### config.mk
export PLATFORM = sky130hd
export DESIGN_NAME = mem_access_stage
export DESIGN_NICKNAME = d
export VERILOG_FILES = /design/src/rtl/mem_access_stage.sv
export SDC_FILE = /design/constraint.sdc
export NUM_CORES = 1
export LEC_CHECK = 0
export CORE_ASPECT_RATIO = 0.5
export CORE_MARGIN = 3
export CORE_UTILIZATION = 38
export DETAILED_ROUTE_END_ITERATION = 6
export PLACE_DENSITY = 0.82
export SYNTH_ARGS = -nofsm -noshare
export SYNTH_HDL_FRONTEND = slang
export SYNTH_SLANG_ARGS = --single-unit
export TNS_END_PERCENT = 50
### constraint.sdc
create_clock -name clk -period 3.5 [get_ports clk]
set_clock_uncertainty 0.15 [all_clocks]
set_input_delay 0.875 -clock clk [delete_from_list [all_inputs] [get_ports clk]]
set_output_delay 0.875 -clock clk [all_outputs]
set_load 0.01 [all_outputs]
### src/rtl/mem_access_stage.sv
`default_nettype none
// +----------------------------------------------------------------------------+
// | mem_access_stage: RV32I MEM stage, data-bus loads/stores and MEM/WB reg.   |
// | Revision: 1.0                                                              |
// +----------------------------------------------------------------------------+
module mem_access_stage #(
   parameter int DATA_WIDTH     = 32,
   parameter int ADDR_WIDTH     = 32,
   parameter int TIMEOUT_CYCLES = 16
) (
   input  logic                  clk,
   input  logic                  rst_n,
   input  logic                  ex_mem_valid,
   input  logic [DATA_WIDTH-1:0] ex_mem_alu_result,
   input  logic [DATA_WIDTH-1:0] ex_mem_rs2_data,
   input  logic [DATA_WIDTH-1:0] ex_mem_PC_plus_4,
   input  logic [2:0]            ex_mem_funct3,
   input  logic                  ex_mem_MemRead,
   input  logic                  ex_mem_MemWrite,
   input  logic                  ex_mem_RegWrite,
   input  logic [1:0]            ex_mem_wb_sel,
   input  logic [4:0]            ex_mem_rd,
   output logic                  dmem_req,
   output logic                  dmem_we,
   output logic [ADDR_WIDTH-1:0] dmem_addr,
   output logic [DATA_WIDTH-1:0] dmem_wdata,
   output logic [3:0]            dmem_be,
   input  logic                  dmem_ready,
   input  logic                  dmem_rvalid,
   input  logic [DATA_WIDTH-1:0] dmem_rdata,
   output logic                  mem_stall,
   output logic                  mem_wb_valid,
   output logic                  mem_wb_RegWrite,
   output logic [4:0]            mem_wb_rd,
   output logic [DATA_WIDTH-1:0] mem_wb_write_data,
   output logic                  mem_exc,
   output logic                  bus_err
);

   localparam logic [1:0] c_st_idle = 2'd0;
   localparam logic [1:0] c_st_req  = 2'd1;
   localparam logic [1:0] c_st_resp = 2'd2;

   localparam int              c_cnt_w    = (TIMEOUT_CYCLES < 2) ? 1 : $clog2(TIMEOUT_CYCLES + 1);
   localparam logic [c_cnt_w-1:0] c_tmo_last = c_cnt_w'((TIMEOUT_CYCLES > 0) ? TIMEOUT_CYCLES - 1 : 0);
   localparam logic            c_wdog_en  = (TIMEOUT_CYCLES > 0);

   logic [1:0]            r_state;
   logic [1:0]            w_next;
   logic [c_cnt_w-1:0]    r_cnt;
   logic [1:0]            w_a;
   logic                  w_store;
   logic                  w_memop;
   logic                  w_bad;
   logic                  w_req;
   logic                  w_done;
   logic                  w_tmo;
   logic                  w_err;
   logic                  w_exc;
   logic [DATA_WIDTH-1:0] w_lane;
   logic [DATA_WIDTH-1:0] w_load_data;
   logic [DATA_WIDTH-1:0] w_wb_data;

   assign w_a     = ex_mem_alu_result[1:0];
   assign w_store = ex_mem_MemWrite;
   assign w_memop = ex_mem_valid & (ex_mem_MemRead | ex_mem_MemWrite);

   always_comb begin
      w_bad = 1'b0;
      if (w_store)
         w_bad = (ex_mem_funct3 > 3'b010);
      else
         w_bad = (ex_mem_funct3 == 3'b011) | (ex_mem_funct3 == 3'b110) | (ex_mem_funct3 == 3'b111);
      if ((ex_mem_funct3[1:0] == 2'b01) && w_a[0])
         w_bad = 1'b1;
      if ((ex_mem_funct3[1:0] == 2'b10) && (w_a != 2'b00))
         w_bad = 1'b1;
   end

   assign dmem_addr = {ex_mem_alu_result[ADDR_WIDTH-1:2], 2'b00};
   assign dmem_we   = ex_mem_valid & w_store;

   always_comb begin
      dmem_be    = 4'b0000;
      dmem_wdata = ex_mem_rs2_data;
      case (ex_mem_funct3[1:0])
         2'b00: begin
            dmem_be    = 4'b0001 << w_a;
            dmem_wdata = {4{ex_mem_rs2_data[7:0]}};
         end
         2'b01: begin
            dmem_be    = 4'b0011 << w_a;
            dmem_wdata = {2{ex_mem_rs2_data[15:0]}};
         end
         default: dmem_be = 4'b1111;
      endcase
      if (!w_store)
         dmem_be = 4'b0000;
   end

   assign w_lane = dmem_rdata >> {w_a, 3'b000};

   always_comb begin
      case (ex_mem_funct3)
         3'b000:  w_load_data = {{24{w_lane[7]}}, w_lane[7:0]};
         3'b001:  w_load_data = {{16{w_lane[15]}}, w_lane[15:0]};
         3'b100:  w_load_data = {24'd0, w_lane[7:0]};
         3'b101:  w_load_data = {16'd0, w_lane[15:0]};
         default: w_load_data = dmem_rdata;
      endcase
   end

   always_comb begin
      case (ex_mem_wb_sel)
         2'b01:   w_wb_data = w_load_data;
         2'b10:   w_wb_data = ex_mem_PC_plus_4;
         default: w_wb_data = ex_mem_alu_result;
      endcase
   end

   // The watchdog fires on the TIMEOUT_CYCLES-th cycle spent in REQ/RESP.
   assign w_tmo = c_wdog_en && (r_state != c_st_idle) && (r_cnt == c_tmo_last);

   always_comb begin
      w_next = r_state;
      w_req  = 1'b0;
      w_done = 1'b0;
      w_err  = 1'b0;
      case (r_state)
         c_st_idle: begin
            if (ex_mem_valid) begin
               if (!w_memop || w_bad) begin
                  w_done = 1'b1;
               end else begin
                  w_req = 1'b1;
                  if (dmem_ready && w_store)
                     w_done = 1'b1;
                  else if (dmem_ready)
                     w_next = c_st_resp;
                  else
                     w_next = c_st_req;
               end
            end
         end
         c_st_req: begin
            w_req = 1'b1;
            if (dmem_ready && w_store) begin
               w_done = 1'b1;
               w_next = c_st_idle;
            end else if (w_tmo) begin
               w_done = 1'b1;
               w_err  = 1'b1;
               w_next = c_st_idle;
            end else if (dmem_ready) begin
               w_next = c_st_resp;
            end
         end
         c_st_resp: begin
            if (dmem_rvalid) begin
               w_done = 1'b1;
               w_next = c_st_idle;
            end else if (w_tmo) begin
               w_done = 1'b1;
               w_err  = 1'b1;
               w_next = c_st_idle;
            end
         end
         default: w_next = c_st_idle;
      endcase
   end

   assign w_exc     = (r_state == c_st_idle) & w_memop & w_bad;
   assign dmem_req  = w_req & rst_n;
   assign mem_stall = ex_mem_valid & ~w_done;

   always_ff @(posedge clk or negedge rst_n) begin
      if (!rst_n) begin
         r_state           <= c_st_idle;
         r_cnt             <= '0;
         mem_wb_valid      <= 1'b0;
         mem_wb_RegWrite   <= 1'b0;
         mem_wb_rd         <= 5'd0;
         mem_wb_write_data <= '0;
         mem_exc           <= 1'b0;
         bus_err           <= 1'b0;
      end else begin
         r_state         <= w_next;
         r_cnt           <= (r_state == c_st_idle) ? '0 : r_cnt + c_cnt_w'(1);
         mem_wb_valid    <= w_done;
         mem_wb_RegWrite <= w_done & ex_mem_RegWrite & ~w_exc & ~w_err;
         mem_exc         <= w_done & w_exc;
         bus_err         <= w_err;
         if (w_done) begin
            mem_wb_rd         <= ex_mem_rd;
            mem_wb_write_data <= w_wb_data;
         end
      end
   end

endmodule
`default_nettype wire

==> out/metrics.cfg, run 1 <==
[global_route]
grt.overflow.total=0
track_usage_pct=25.5
grt_max_degree=72
antenna_found_initial=0
grt_pass1_vias=4601
grt_pass1_wl_mm=25.0

[synth]
synthXorXnorAreaFrac_pct=0.418
synthMuxAreaShare_pct=12.2
yosys_warnings=0
async_flop_share_pct=100
yosys.area.top_type=dfrtp_1
syn_avg_cell_area_sq_um=9.01
yosys.area_share.simple_pct=12.1
synthTopCellsByCount=dfrtp_1, inv_1, buf_4
synth-compound-area-share_pct=29.1
synth_seq_cells=48
synth_top_family_by_area=compound AO/OA/AOI/OAI gates
syn-instance-count=465
netlist_area_sq_um=4190
synthAdderAreaFrac_pct=2.39
synth_area_leaders=dfrtp_1, buf_4, mux2i_1, mux2_2, a21oi_1
ys_seq_area_share_pct=28.7
synth_most_common_cell=dfrtp_1
synthFlopType=dfrtp_1
synth_cell_types=52
synth_top_area_share_pct=28.7
synth_edf_count=0

[cells_and_area]
num-fill-cells=877
area_delta_synth_final_pct=65.7
antenna_cells=0
drive_above_1_share_pct=13.8
nNetsFinal=841

[placed_design]
port-buffer-count=255
dp_slack_ns=-0.484
gp_congestion=0.880
dp_hpwl_mm=12.6

[detailed_routing]
first_pass_iters=5
wire_per_inst_um=19.8
drc=0
vias_per_cell=5.38
ant_nets=0
drt-total-wl_mm=16.4
num_vias=4458
drt_iter0_markers=236

[worst_setup_path]
cpMaxStageDelayCell=clkdlybuf4s50_1
path_cells=dlygate4sd2_1 > buf_6 > nor2_1 > buf_4 > mux2_2 > clkdlybuf4s50_1
critPathCaptureType=output port
rr_worst_depth=10
worstReg2RegStart=r_cnt[0]
crit_path_start_kind=primary input
crit_required_ns=2.47
ff2ff_setup_slack_ns=0.34
rr_endpoint=mem_wb_write_data[18]
critPathArrivalTime_ns=2.44
cpPeakStageDelay_ns=0.48
path_class=primary input to output port
path_max_fanout=9

[timing]
fin_crit_sh_pct=99.1
max_slew_margin_pct=45.2
drv_slew=0
tightest_slew_ns=0.822
hold_violations=0
period_needed_ns=3.47
final.setup.worst_slack_ns=0.0329
fin_tns_setup_ns=0
hold_slack_ns=0.306
finalSetupViolations=0
rsz0062_at_grt=true
fmax_ghz=0.288

[power]
p_seq_share_pct=25.9
power.total_mw=3.63
ir_drop_mv=0.344
power.static_leakage_nw=2.92
pwr-share-clk_pct=17.9
p_sw_mw=1.32
power.internal_mw=2.32
power_density_nw_per_um2=523
power_frac_comb_pct=56.2
swShare_pct=36.2

[clock_tree]
ctsHoldBuffers=0
cts_tree=done
cts.clk_slew.worst_paths_ns=0.07
clock-sinks=48
clk_path_buf_depth=2
clk_latency_ns=0.30
cts_root_buf=clkbuf_16
htree_num_levels=2
cts_buffers=5

[floorplanning]
row_count=26
die_area_sq_um=12400
die_h_um=80.2
core_area_sq_um=10500
initial_core_util_pct=40.0
pin_count=258
dieWidth_um=154

[worst_hold_path]
min-delay-start=r_cnt[0]
hold_depth=1
hold_path_end=r_cnt[0]
hp-class=flip-flop to flip-flop

[flow_run]
drv_cap=0

[run_status]
status=completed

[per-layer routing]
| metal | GRT usage, % | vias up | part of all wire, % |
|---|---|---|---|
| met5 | 0 | - | 0 |
| met4 | 6.78 | 0 | 1.9 |
| met3 | 4.36 | 24 | 4.3 |
| met2 | 46.1 | 152 | 52 |
| met1 | 31.7 | 2175 | 41 |
| li1 | - | 2107 | - |
[placed cells by master, fill, tap and decap left out, types with 9 or more instances in the layout]
cell	synthesis	routed
a21oi_1	35	35
a221oi_1	9	9
a221oi_2	11	10
a32oi_2	9	9
buf_4	40	30
clkdlybuf4s50_1	0	239
dfrtp_1	48	48
dlygate4sd2_1	0	12
inv_1	44	44
mux2_2	21	21
mux2i_1	25	24
nand2_1	24	24
nand2b_1	19	19
nor2_1	12	12
nor3b_1	17	17
o21ai_0	25	24
[power groups by stage]
stage / Sequential (mW) / Combinational [mW] / Clock, mW
2_1_floorplan: 1.05 / 0.943 / 0
3_3_place_gp: 0.941 / 1.99 / 0
3_5_place_dp: 0.947 / 2.03 / 0
4_1_cts: 0.941 / 2.04 / 0.652
5_1_grt: 0.976 / 2.19 / 0.680
6_report: 0.942 / 2.04 / 0.650
[cell type report]
| cell class | count | area [sq um] | share of cell area, % |
|---|---|---|---|
| repair buffers | 291 | 2840 | 40.8 |
| multi-input cells | 297 | 2370 | 34.2 |
| flip-flops and latches | 48 | 1200 | 17.3 |
| well taps | 140 | 175 | 2.52 |
| inverters | 44 | 165 | 2.38 |
| clock buffers | 5 | 125 | 1.80 |
| clock inverters | 3 | 68.8 | 0.991 |
[stage by stage]
stage / util [%] / area [sq um] / cells
floorplan: - / 4190 / 466
global placement: 63.9 / 6690 / 816
detailed placement: 63.9 / 6690 / 816
CTS: 65.9 / 6910 / 826
global route: 66.3 / 6940 / 828
finish: 66.3 / 6940 / 828
[what timing repair did]
action,4_1_cts,5_1_grt
setup buffers,1,2
pin swaps,2,0
gates cloned,1,0
setup endpoints to repair,17,7
gates resized for setup,20,5
[worst max-delay path: cells and delay by family]
family	cells	cell delay (ns)
and+or+nand+nor	1	0.09
muxes	1	0.34
buffers and inverters	4	1.14
[logic make-up (layout without fill, tap and decap cells)]
group	count (synthesis)	count (layout)
flip-flops	48	48
AND/OR/NAND/NOR	91	91
XOR/XNOR	2	2
other	1	2
buffers and inverters	121	343
AO/OA/AOI/OAI	147	147
multiplexers	47	47
adder cells (fa/ha/maj)	8	8
[how the worst max path moves through the flow]
stage | from | to | slack, ns | cells past startpoint
final | ex_mem_funct3[0] | dmem_wdata[12] | 0.03 | 6
after global routing | ex_mem_funct3[0] | mem_stall | -0.05 | 8
after CTS | ex_mem_funct3[0] | dmem_wdata[13] | 0.006 | 6
after detailed placement | ex_mem_MemWrite | mem_stall | -0.48 | 8
after global placement | ex_mem_MemWrite | mem_stall | -0.46 | 8
after floorplan | ex_mem_funct3[0] | mem_stall | 0.25 | 7
[state kept, by name (all words and copies together), names as in the netlist]
| name | flops |
|---|---|
| mem_wb_rd | 5 |
| r_state | 2 |
| mem_wb_RegWrite | 1 |
| r_cnt | 5 |
| mem_exc | 1 |
| mem_wb_write_data | 32 |
| bus_err | 1 |
| mem_wb_valid | 1 |
Note: power is estimated with default switching activity, not from simulation.
==> run 2, diff against run 1 <==
SLEW_MARGIN = 10   (was not set)
==> results of run 2 <==
Same layout as run 1: the final DEF is identical, and so are final timing and power.
==> run 3, diff against run 2 <==
CORE_MARGIN = not set   (was 3)
GPL_ROUTABILITY_DRIVEN = 0   (was not set)
==> run 3 against run 2 <==
Sequential power is essentially flat. Worst hold slack better by 0.0061 ns. Count of clock-buffer cells in the layout is the same. Largest cell class unchanged. Total power is 2.6% lower.
==> out/metrics.cfg, run 3 (synthesized netlist as in run 1, its figures left out) <==
[detailed_routing]
drc=0  ; unchanged
drt_iter0_markers=262  ; was 236
vias_per_cell=5.33  ; was 5.38
wire_per_inst_um=18.8  ; was 19.8 um
drt-total-wl_mm=15.6  ; was 16.4 mm
first_pass_iters=5  ; unchanged
ant_nets=0  ; unchanged
num_vias=4428  ; was 4458

[clock_tree]
cts_buffers=5  ; unchanged
cts_tree=done  ; unchanged
clk_latency_ns=0.29  ; was 0.30 ns
htree_num_levels=2  ; unchanged
cts.clk_slew.worst_paths_ns=0.07  ; about the same
cts_root_buf=clkbuf_16  ; unchanged
clock-sinks=48  ; unchanged
clk_path_buf_depth=2  ; unchanged

[floorplanning]
initial_core_util_pct=40.1  ; was 40.0%
row_count=26  ; unchanged
die_h_um=76.2  ; was 80.2 um
core_area_sq_um=10400  ; was 10500 sq um
pin_count=258  ; unchanged
die_area_sq_um=11500  ; was 12400 sq um
dieWidth_um=150  ; was 154 um

[power]
power_density_nw_per_um2=508  ; was 523 nW/um^2
power.static_leakage_nw=2.98  ; was 2.92 nW
ir_drop_mv=0.349  ; was 0.344 mV

[worst_setup_path]
rr_worst_depth=10  ; unchanged
crit_path_end=dmem_be[1]  ; was dmem_wdata[12]
path_class=primary input to output port  ; unchanged
critPathArrivalTime_ns=2.37  ; was 2.44 ns
crit_path_start_kind=primary input  ; unchanged
path_max_fanout=9  ; unchanged
crit_required_ns=2.47  ; about the same
critPathCaptureType=output port  ; unchanged
worstReg2RegStart=r_cnt[0]  ; unchanged
crit_start=ex_mem_funct3[0]  ; unchanged
rr_endpoint=mem_wb_write_data[16]  ; was mem_wb_write_data[18]
ff2ff_setup_slack_ns=0.37  ; was 0.34 ns

[cells_and_area]
drive_above_1_share_pct=14.2  ; was 13.8%
antenna_cells=0  ; unchanged
fin_util_pct=66.6  ; was 66.3%
largest_register_ffs=32  ; unchanged
final_cell_mix=clkdlybuf4s50_1, dfrtp_1, inv_1  ; unchanged
top_register=mem_wb_write_data  ; unchanged
final_common_cell=clkdlybuf4s50_1  ; unchanged
area_delta_synth_final_pct=66.1  ; was 65.7%
nNetsFinal=844  ; was 841
reg_top3=mem_wb_write_data: 32 flops, mem_wb_rd: 5 flops, r_cnt: 5 flops  ; unchanged

[global_route]
grt_max_degree=72  ; unchanged
met2_usage_pct=44.7  ; was 46.1%
antenna_found_initial=0  ; unchanged
grt_pass1_vias=4358  ; was 4601
grtUsageMet3_pct=4.97  ; was 4.36%
track_usage_pct=27.0  ; was 25.5%
grt_pass1_wl_mm=23.8  ; was 25.0 mm
busiest_layer=met2  ; unchanged
use_met1_pct=36.0  ; was 31.7%
grt.overflow.total=0  ; unchanged

[timing]
fin_crit_sh_pct=97.0  ; was 99.1%
tightest_slew_ns=0.841  ; was 0.822 ns
rsz0062_at_grt=false  ; was true
drv_slew=0  ; unchanged
fmax_ghz=0.295  ; was 0.288 GHz
fin_tns_setup_ns=0  ; unchanged
hold_violations=0  ; unchanged
final.setup.worst_slack_ns=0.106  ; was 0.0329 ns
hold_slack_ns=0.312  ; was 0.306 ns
finalSetupViolations=0  ; unchanged
period_needed_ns=3.39  ; was 3.47 ns
max_slew_margin_pct=43.9  ; was 45.2%

[run_status]
status=completed  ; unchanged

[flow_run]
drv_cap=0  ; unchanged

[placed_design]
dp_slack_ns=-0.491  ; was -0.484 ns
port-buffer-count=255  ; unchanged
dp_hpwl_mm=12.0  ; was 12.6 mm

[worst_hold_path]
hp-class=flip-flop to flip-flop  ; unchanged

-- run 3: timing repair --
item,4_1_cts,5_1_grt
pin swaps,1,1
hold buffers,0,0
endpoints found under the setup margin,18,10
endpoints found under the hold margin,0,0
gates resized for setup,11,12
cloned,1,0
setup buffers,1,2
-- run 3: worst min path at each step --
| stage | start | to | slack (ns) | depth (start not counted) |
|---|---|---|---|---|
| final | r_cnt[0] | r_cnt[0] | 0.31 | 1 |
| after global routing | r_cnt[0] | r_cnt[0] | 0.33 | 1 |
| after CTS | r_cnt[0] | r_cnt[0] | 0.32 | 1 |
| after floorplan | r_cnt[0] | r_cnt[0] | 0.27 | 1 |
| after detailed placement | r_cnt[0] | r_cnt[0] | 0.31 | 1 |
| after global placement | r_cnt[0] | r_cnt[0] | 0.29 | 1 |
-- run 3: final cells by class --
type	count	area (sq um)
Fill cell	862	3480
Inverter	44	165
Multi-Input combinational cell	297	2370
Sequential cell	48	1200
Tap cell	140	175
Timing Repair Buffer	294	2880
Clock inverter	3	42.5
Clock buffer	5	125
-- run 3: layer usage --
metal	wire [um]	part of all wire, %
met1	6790	44
met2	7830	50
met3	760	4.9
met4	214	1.4
met5	0	0
-- run 3: critical path, cell delays in order --
cell	delay, ns
dlygate4sd2_1	0.33
buf_4	0.22
inv_1	0.09
a21oi_1	0.14
o21a_1	0.15
clkdlybuf4s50_1	0.56
-- run 3: power breakdown --
| part | switching, mW | total, mW | internal, mW | leakage, nW |
|---|---|---|---|---|
| registers | 0.137 | 0.945 | 0.808 | 0.583 |
| logic | 0.935 | 2.03 | 1.09 | 2.31 |
| clock network | 0.227 | 0.563 | 0.336 | 0.0798 |
| total | 1.30 | 3.54 | 2.24 | 2.98 |
-- run 3: metrics by stage --
| step | cells | power (mW) | instance area, sq um |
|---|---|---|---|
| 2_1_floorplan | 466 | 1.99 | 4190 |
| 3_5_place_dp | 819 | 2.97 | 6730 |
| 6_report | 831 | 3.54 | 6960 |
| 4_1_cts | 829 | 3.54 | 6920 |
| 3_3_place_gp | 819 | 2.92 | 6730 |
| 5_1_grt | 831 | 3.75 | 6960 |
